[src/rtl/ha_ow_collector.sv]
// Output-wrapper collector: a DEPTH-entry FIFO between the output-wrapper stage and its consumer,
// with a sticky overflow flag for words offered while full.
module ha_ow_collector #(
  parameter int DATA_BW = 32,
  parameter int DEPTH   = 4
) (
  input  logic                       clk,
  input  logic                       rst,
  input  logic [DATA_BW-1:0]         in_data,
  input  logic                       in_valid,
  output logic                       in_ready,
  output logic [DATA_BW-1:0]         out_data,
  output logic                       out_valid,
  input  logic                       out_ready,
  output logic [$clog2(DEPTH):0]     count,
  output logic                       overflow,
  input  logic                       clr_ovf
);

  localparam int AW = $clog2(DEPTH);
  localparam int CW = AW + 1;

  logic [DATA_BW-1:0] mem_q [DEPTH];
  logic [DATA_BW-1:0] mem_d [DEPTH];
  logic [AW-1:0]      wr_ptr_q, wr_ptr_d;
  logic [AW-1:0]      rd_ptr_q, rd_ptr_d;
  logic [CW-1:0]      count_q, count_d;
  logic               ovf_q, ovf_d;
  logic               wr_en, rd_en;

  always_comb begin
    in_ready  = !rst && (count_q < CW'(DEPTH));
    out_valid = (count_q != '0);
    out_data  = out_valid ? mem_q[rd_ptr_q] : '0;
    count     = count_q;
    overflow  = ovf_q;

    wr_en = in_valid && in_ready;
    rd_en = out_valid && out_ready && !rst;

    mem_d    = mem_q;
    wr_ptr_d = wr_ptr_q;
    rd_ptr_d = rd_ptr_q;
    count_d  = count_q;

    if (wr_en) begin
      mem_d[wr_ptr_q] = in_data;
      wr_ptr_d        = wr_ptr_q + AW'(1);
    end
    if (rd_en) begin
      rd_ptr_d = rd_ptr_q + AW'(1);
    end
    case ({wr_en, rd_en})
      2'b10:   count_d = count_q + CW'(1);
      2'b01:   count_d = count_q - CW'(1);
      default: count_d = count_q;
    endcase

    // A rejected offer takes priority over a clear in the same cycle.
    if (in_valid && !in_ready && !rst) begin
      ovf_d = 1'b1;
    end else if (clr_ovf) begin
      ovf_d = 1'b0;
    end else begin
      ovf_d = ovf_q;
    end
  end

  always_ff @(posedge clk) begin
    if (rst) begin
      wr_ptr_q <= '0;
      rd_ptr_q <= '0;
      count_q  <= '0;
      ovf_q    <= 1'b0;
    end else begin
      wr_ptr_q <= wr_ptr_d;
      rd_ptr_q <= rd_ptr_d;
      count_q  <= count_d;
      ovf_q    <= ovf_d;
    end
  end

  always_ff @(posedge clk) begin
    mem_q <= mem_d;
  end

endmodule
[config.mk]
export PLATFORM = sky130hd
export DESIGN_NAME = ha_ow_collector
export DESIGN_NICKNAME = d
export VERILOG_FILES = /design/src/rtl/ha_ow_collector.sv
export SDC_FILE = /design/constraint.sdc
export NUM_CORES = 1
export LEC_CHECK = 0
export ABC_AREA = 0
export ABC_CLOCK_PERIOD_IN_PS = 2200
export CELL_PAD_IN_SITES_DETAIL_PLACEMENT = 1
export CELL_PAD_IN_SITES_GLOBAL_PLACEMENT = 2
export CORE_UTILIZATION = 35
export DETAILED_ROUTE_END_ITERATION = 7
export HOLD_SLACK_MARGIN = 0.06
export MAX_ROUTING_LAYER = met4
export PLACE_DENSITY_LB_ADDON = 0.1
export SLEW_MARGIN = 20
export SYNTH_ARGS = -nofsm -noshare
export SYNTH_HDL_FRONTEND = slang
export SYNTH_SLANG_ARGS = --single-unit
[constraint.sdc]
create_clock -name clk -period 2.2 [get_ports clk]
set_input_delay 0.44 -clock clk [delete_from_list [all_inputs] [get_ports clk]]
set_output_delay 0.44 -clock clk [all_outputs]
set_load 0.1 [all_outputs]
* Yosys cells after proc, flatten, opt, wreduce, memory -nomap -nowiden
Index checks and enable logic that the tools add are counted.
** Storage, ports and cells
- Logic and storage cells :: 42
- Flip-flop bits (word level) :: 136
** Cells by class
- Reductions and logical operators :: 12
- Add/sub/neg operators :: 4
- Equal/unequal tests :: 2
- Magnitude comparators :: 4
- Bitwise operators :: 2
- Muxes and demuxes :: 10
** Operators with widths (count)
- $bwmux W128 :: 1
- $mux W32 :: 4
- $bmux W32 S2 :: 1
- $demux W32 S2 :: 1
- $logic_and A1 B1 Y1 :: 7
- $ge A3 B3 Y1 const B :: 2
- $not A2 Y3 :: 2
- $pmux W3 S2 :: 1
- $add A2 B1 Y2 const B :: 2
- $reduce_bool A2 Y1 :: 2
- $add A3 B1 Y3 const B :: 1
- $lt A3 B1 Y1 const B :: 1
- $lt A3 B3 Y1 const B :: 1
- $reduce_bool A3 Y1 :: 1
- $sub A3 B1 Y3 const B :: 1
- $eq A2 B1 Y1 const B :: 1
- $eq A2 B2 Y1 const B :: 1
- $logic_not A1 Y1 :: 2
- $mux W1 :: 2

* Logic depth before layout (Yosys ltp)
- Depth in word-level cells :: 6
- Gate-level depth with buffers :: 8

* Worst setup path before layout
OpenSTA, ideal clock, no wires.
- Path type :: reg-to-output
- Start point :: reg count_q[2], in the netlist count[2]
- End point :: out out_data[0]
- Stages on the path, launching flop included :: 4
- Path buffers :: 1
- Path slack :: -1094 ps
- Data required time :: 1760 ps
- Arrival :: 2854 ps
- Cells stage by stage :: dfxtp_1 -> nor3_2 -> clkbuf_1 -> nor2b_1
** On the way
- Cells in the longest elaborated chain, start to end :: 2
** RTL lines
- start: declaration :: RTL line 27 : logic [CW-1:0] count_q, count_d;
- start signal: assignment :: RTL line 78 : count_q <= count_d;
- $reduce_bool A3 Y1 :: RTL line 33 : out_valid = (count_q != '0);
- $mux W32 :: RTL line 34 : out_data = out_valid ? mem_q[rd_ptr_q] : '0;
- end: declaration :: RTL line 12 : output logic [DATA_BW-1:0] out_data,
Every way passes these cells.

* Final worst setup path
- Start point :: reg rd_ptr_q[0]
- End point :: out out_data[0]
** On the way
- Cells in the longest elaborated chain, start to end :: 5
** RTL lines
- start: declaration :: RTL line 26 : logic [AW-1:0] rd_ptr_q, rd_ptr_d;
- start signal: assignment :: RTL line 77 : rd_ptr_q <= rd_ptr_d;
- $not A2 Y3 (implied by the code) :: RTL line 34
- $bmux W32 S2 :: RTL line 34
- $mux W32 (implied by the code) (2 in series) :: RTL line 34
- $mux W32 :: RTL line 34
Every way passes these cells. The select of a mux whose other input is x is not followed.

==> impl_metrics.py <==
metrics = {
    "routing": {
        "via_per_inst": 4.79,
        "wire_per_inst_um": 19.0,
        "routed_wirelength_um": 10600,
        "vias": 2669,
        "dr.first_iter.drc_count": 151,
        "drc": 13,
        "first_pass_iters": 6,
        "antenna_left": 0,
    },
    "synthesis": {
        "yosysSeqAreaShare": 0.756,
        "ys_warn_count": 0,
        "synth-adder-area-share": 0.0156,
        "synthesis.area_sq_um": 5300,
        "yosys-top-cells-area": "edfxtp_1 73%, mux4_2 14%, nor2b_1 3.8%",
        "synth_top_area_share": 0.726,
        "ys_async_sr_fraction": 0,
        "ys.flop_type": "edfxtp_1",
        "synth_simple_gate_area_frac": 0.0574,
        "ys_types": 22,
        "syn_inst": 256,
        "ys_ff_latch": 136,
        "muxShareOfSynthArea": 0.136,
        "synth_compound_area_frac": 0.00850,
        "synth_area_leader_cell": "edfxtp_1",
        "synth_nets": 299,
        "synth_top_family_by_area": "multiplexers",
        "synth_xor_area_frac": 0.00661,
        "synth_edf_count": 128,
        "syn_avg_cell_area_sq_um": 20.7,
    },
    "final_layout": {
        "nets": 403,
        "final_cells": 557,
        "syn_to_final_growth_pct": 45.0,
        "mostFrequentLayoutCell": "edfxtp_1",
        "diodes": 0,
        "layout_common_cells": "128 x edfxtp_1, 45 x buf_12, 36 x clkdlybuf4s50_1, 32 x mux4_2, 32 x nor2b_4",
        "drive_above_1_share": 0.448,
        "finalInstanceArea_sq_um": 7680,
        "n_fill_cell": 1318,
    },
    "die": {
        "die_x_um": 125,
        "dieArea_sq_um": 15600,
        "row_count": 44,
        "initial_utilization": 0.362,
        "fp.dieH_um": 125,
        "core-area_sq_um": 14600,
        "io_pins": 75,
    },
    "placed_design": {
        "place.detailed.hpwl_um": 6400,
        "post-place-ws_ns": -0.254,
        "placed_area_sq_um": 7060,
        "routabilityCongestion": 0.684,
        "dp_cells": 521,
        "io_buffer_count": 74,
    },
    "setup_path": {
        "cp_data_arrival_time_ns": 1.88,
        "crit_type": "register to output pin",
        "worstPathRequired_ns": 1.76,
        "slowest_delay_ns": 0.52,
        "crit_path_top_delay_cell": "mux4_2",
        "crit_chain": "buf_12 -> mux4_2 -> nor2b_4 -> buf_12",
        "cpMostUsedCell": "buf_12",
        "critPathMaxFanout": 10,
        "cp-end-kind": "output pin",
        "worst_setup_path_start_kind": "register",
    },
    "global_routing": {
        "grt_max_degree": 22,
        "grt_pass1_vias": 3059,
        "antenna_found_initial": 0,
        "grt_pass1_wl_um": 17000,
        "grt_overflow": 0,
        "grt_use_total": 0.155,
    },
    "clock_tree": {
        "clk_pin_slew_ns": 0.06,
        "htree_levels": 4,
        "cts_hold_buf": 0,
        "insertion_delay_ns": 0.41,
        "cts_sinks": 136,
        "root_buffer": "clkbuf_16",
        "cts_buffers": 17,
        "cts_tree": "yes",
        "cts_buffer_depth": 2,
    },
    "power_and_ir_drop": {
        "pwr-share-seq": 0.380,
        "pwr-share-clk": 0.325,
        "switchingPower_uw": 2400,
        "p_comb_frac": 0.295,
        "p_sw_frac": 0.308,
        "leakage_uw": 0.00260,
        "power.internal_uw": 5400,
        "ir_drop_v": 0.000643,
        "p_per_area_nw_per_um2": 1020,
    },
    "sta": {
        "min_period_over_period": 1.05,
        "hold_viol": 0,
        "hold_ws_ns": 0.503,
        "fmax_mhz": 431,
        "relSlewSlack": 0.754,
        "finalSetupViolCount": 32,
        "slew_violations": 0,
        "layout_min_cycle_time_ns": 2.32,
        "skew_ns": 0.00644,
        "rsz0062_at_grt": "true",
        "setup_ws_ns": -0.119,
        "worst_pin_slew_ns": 0.365,
    },
    "hold_path": {
        "hold_class": "register to register",
    },
    "outcome": {
        "violations": "DRC, setup timing",
        "status": "finished with violations",
    },
    "flow_run": {
        "maxCapViolCount": 0,
    },
}
[final timing paths]
kind / to / from / depth (start not counted) / slack (ns)
worst min-delay path: overflow / overflow / 2 / 0.50
worst min register to register: overflow / overflow / 2 / 0.50
worst max register to register: count[2] / count[2] / 8 / 0.28
worst max-delay path: out_data[0] / rd_ptr_q[0] / 4 / -0.12
[Yosys cell counts, types with 3 or more instances]
cell,number
nor2b_1,32
inv_1,7
dfxtp_1,8
ha_1,5
edfxtp_1,128
and2_1,4
buf_6,4
buf_2,4
clkbuf_1,4
nor2_1,7
xor2_1,3
mux4_2,32
nand2_1,3
a21oi_1,4
[cell families (layout without fill, tap and decap cells)]
group,Yosys count,after routing
flops,136,136
simple gates,51,51
mux,32,32
buf+inv,19,136
compound gates,8,8
fa+ha+maj,6,6
xor+xnor,4,4
[critical path, delay by kind of cell, from the launching register on]
family                 cells  cell delay (ns)
flip-flops                 1             0.44
multiplexers               1             0.52
buffers and inverters      2             0.35
AND/OR/NAND/NOR            1             0.15
[cell type report]
class                   count  area (sq um)  area share
clock buffers              24           492      0.0640
well taps                 184           230      0.0300
flip-flops and latches    136          4020       0.523
inverters                   7          30.0     0.00391
multi-input cells         101          1440       0.188
repair buffers             97          1420       0.185
clock inverters             8          47.5     0.00619
[power groups by stage]
| stage | Combinational, uW | Sequential [uW] | Clock [uW] |
|---|---|---|---|
| 6_report | 2300 | 2960 | 2530 |
| 5_1_grt | 2390 | 2970 | 2710 |
| 4_1_cts | 2310 | 2960 | 2600 |
| 3_5_place_dp | 2270 | 3010 | 0 |
| 3_3_place_gp | 2260 | 3000 | 0 |
| 2_1_floorplan | 1440 | 3040 | 0 |
[registers in the layout, indices dropped and copies added (netlist names)]
register,flops
count,3
mem_q,128
overflow,1
rd_ptr_q,2
wr_ptr_q,2
[per-stage QoR]
stage / util / TNS, ns / total power (uW)
finish: 0.524 / -3.01 / 7800
global route: 0.524 / -5.15 / 8070
CTS: 0.522 / -3.89 / 7870
detailed placement: 0.482 / -0.254 / 5280
global placement: 0.482 / -0.203 / 5260
floorplan: - / 0 / 4480
[layer usage]
layer / share of wire / global-route usage
met1: 0.43 / 0.185
met2: 0.52 / 0.248
met3: 0.035 / 0.0394
met4: 0.017 / 0.0689
met5: 0 / -
[what timing repair did]
action | CTS | global route
setup buffers | 1 | 1
cloned | 1 | 1
resized for setup | 4 | 1
endpoints found under the setup margin | 32 | 32
hold endpoints to repair | 0 | 0
Note: power is estimated with default switching activity, not from simulation.
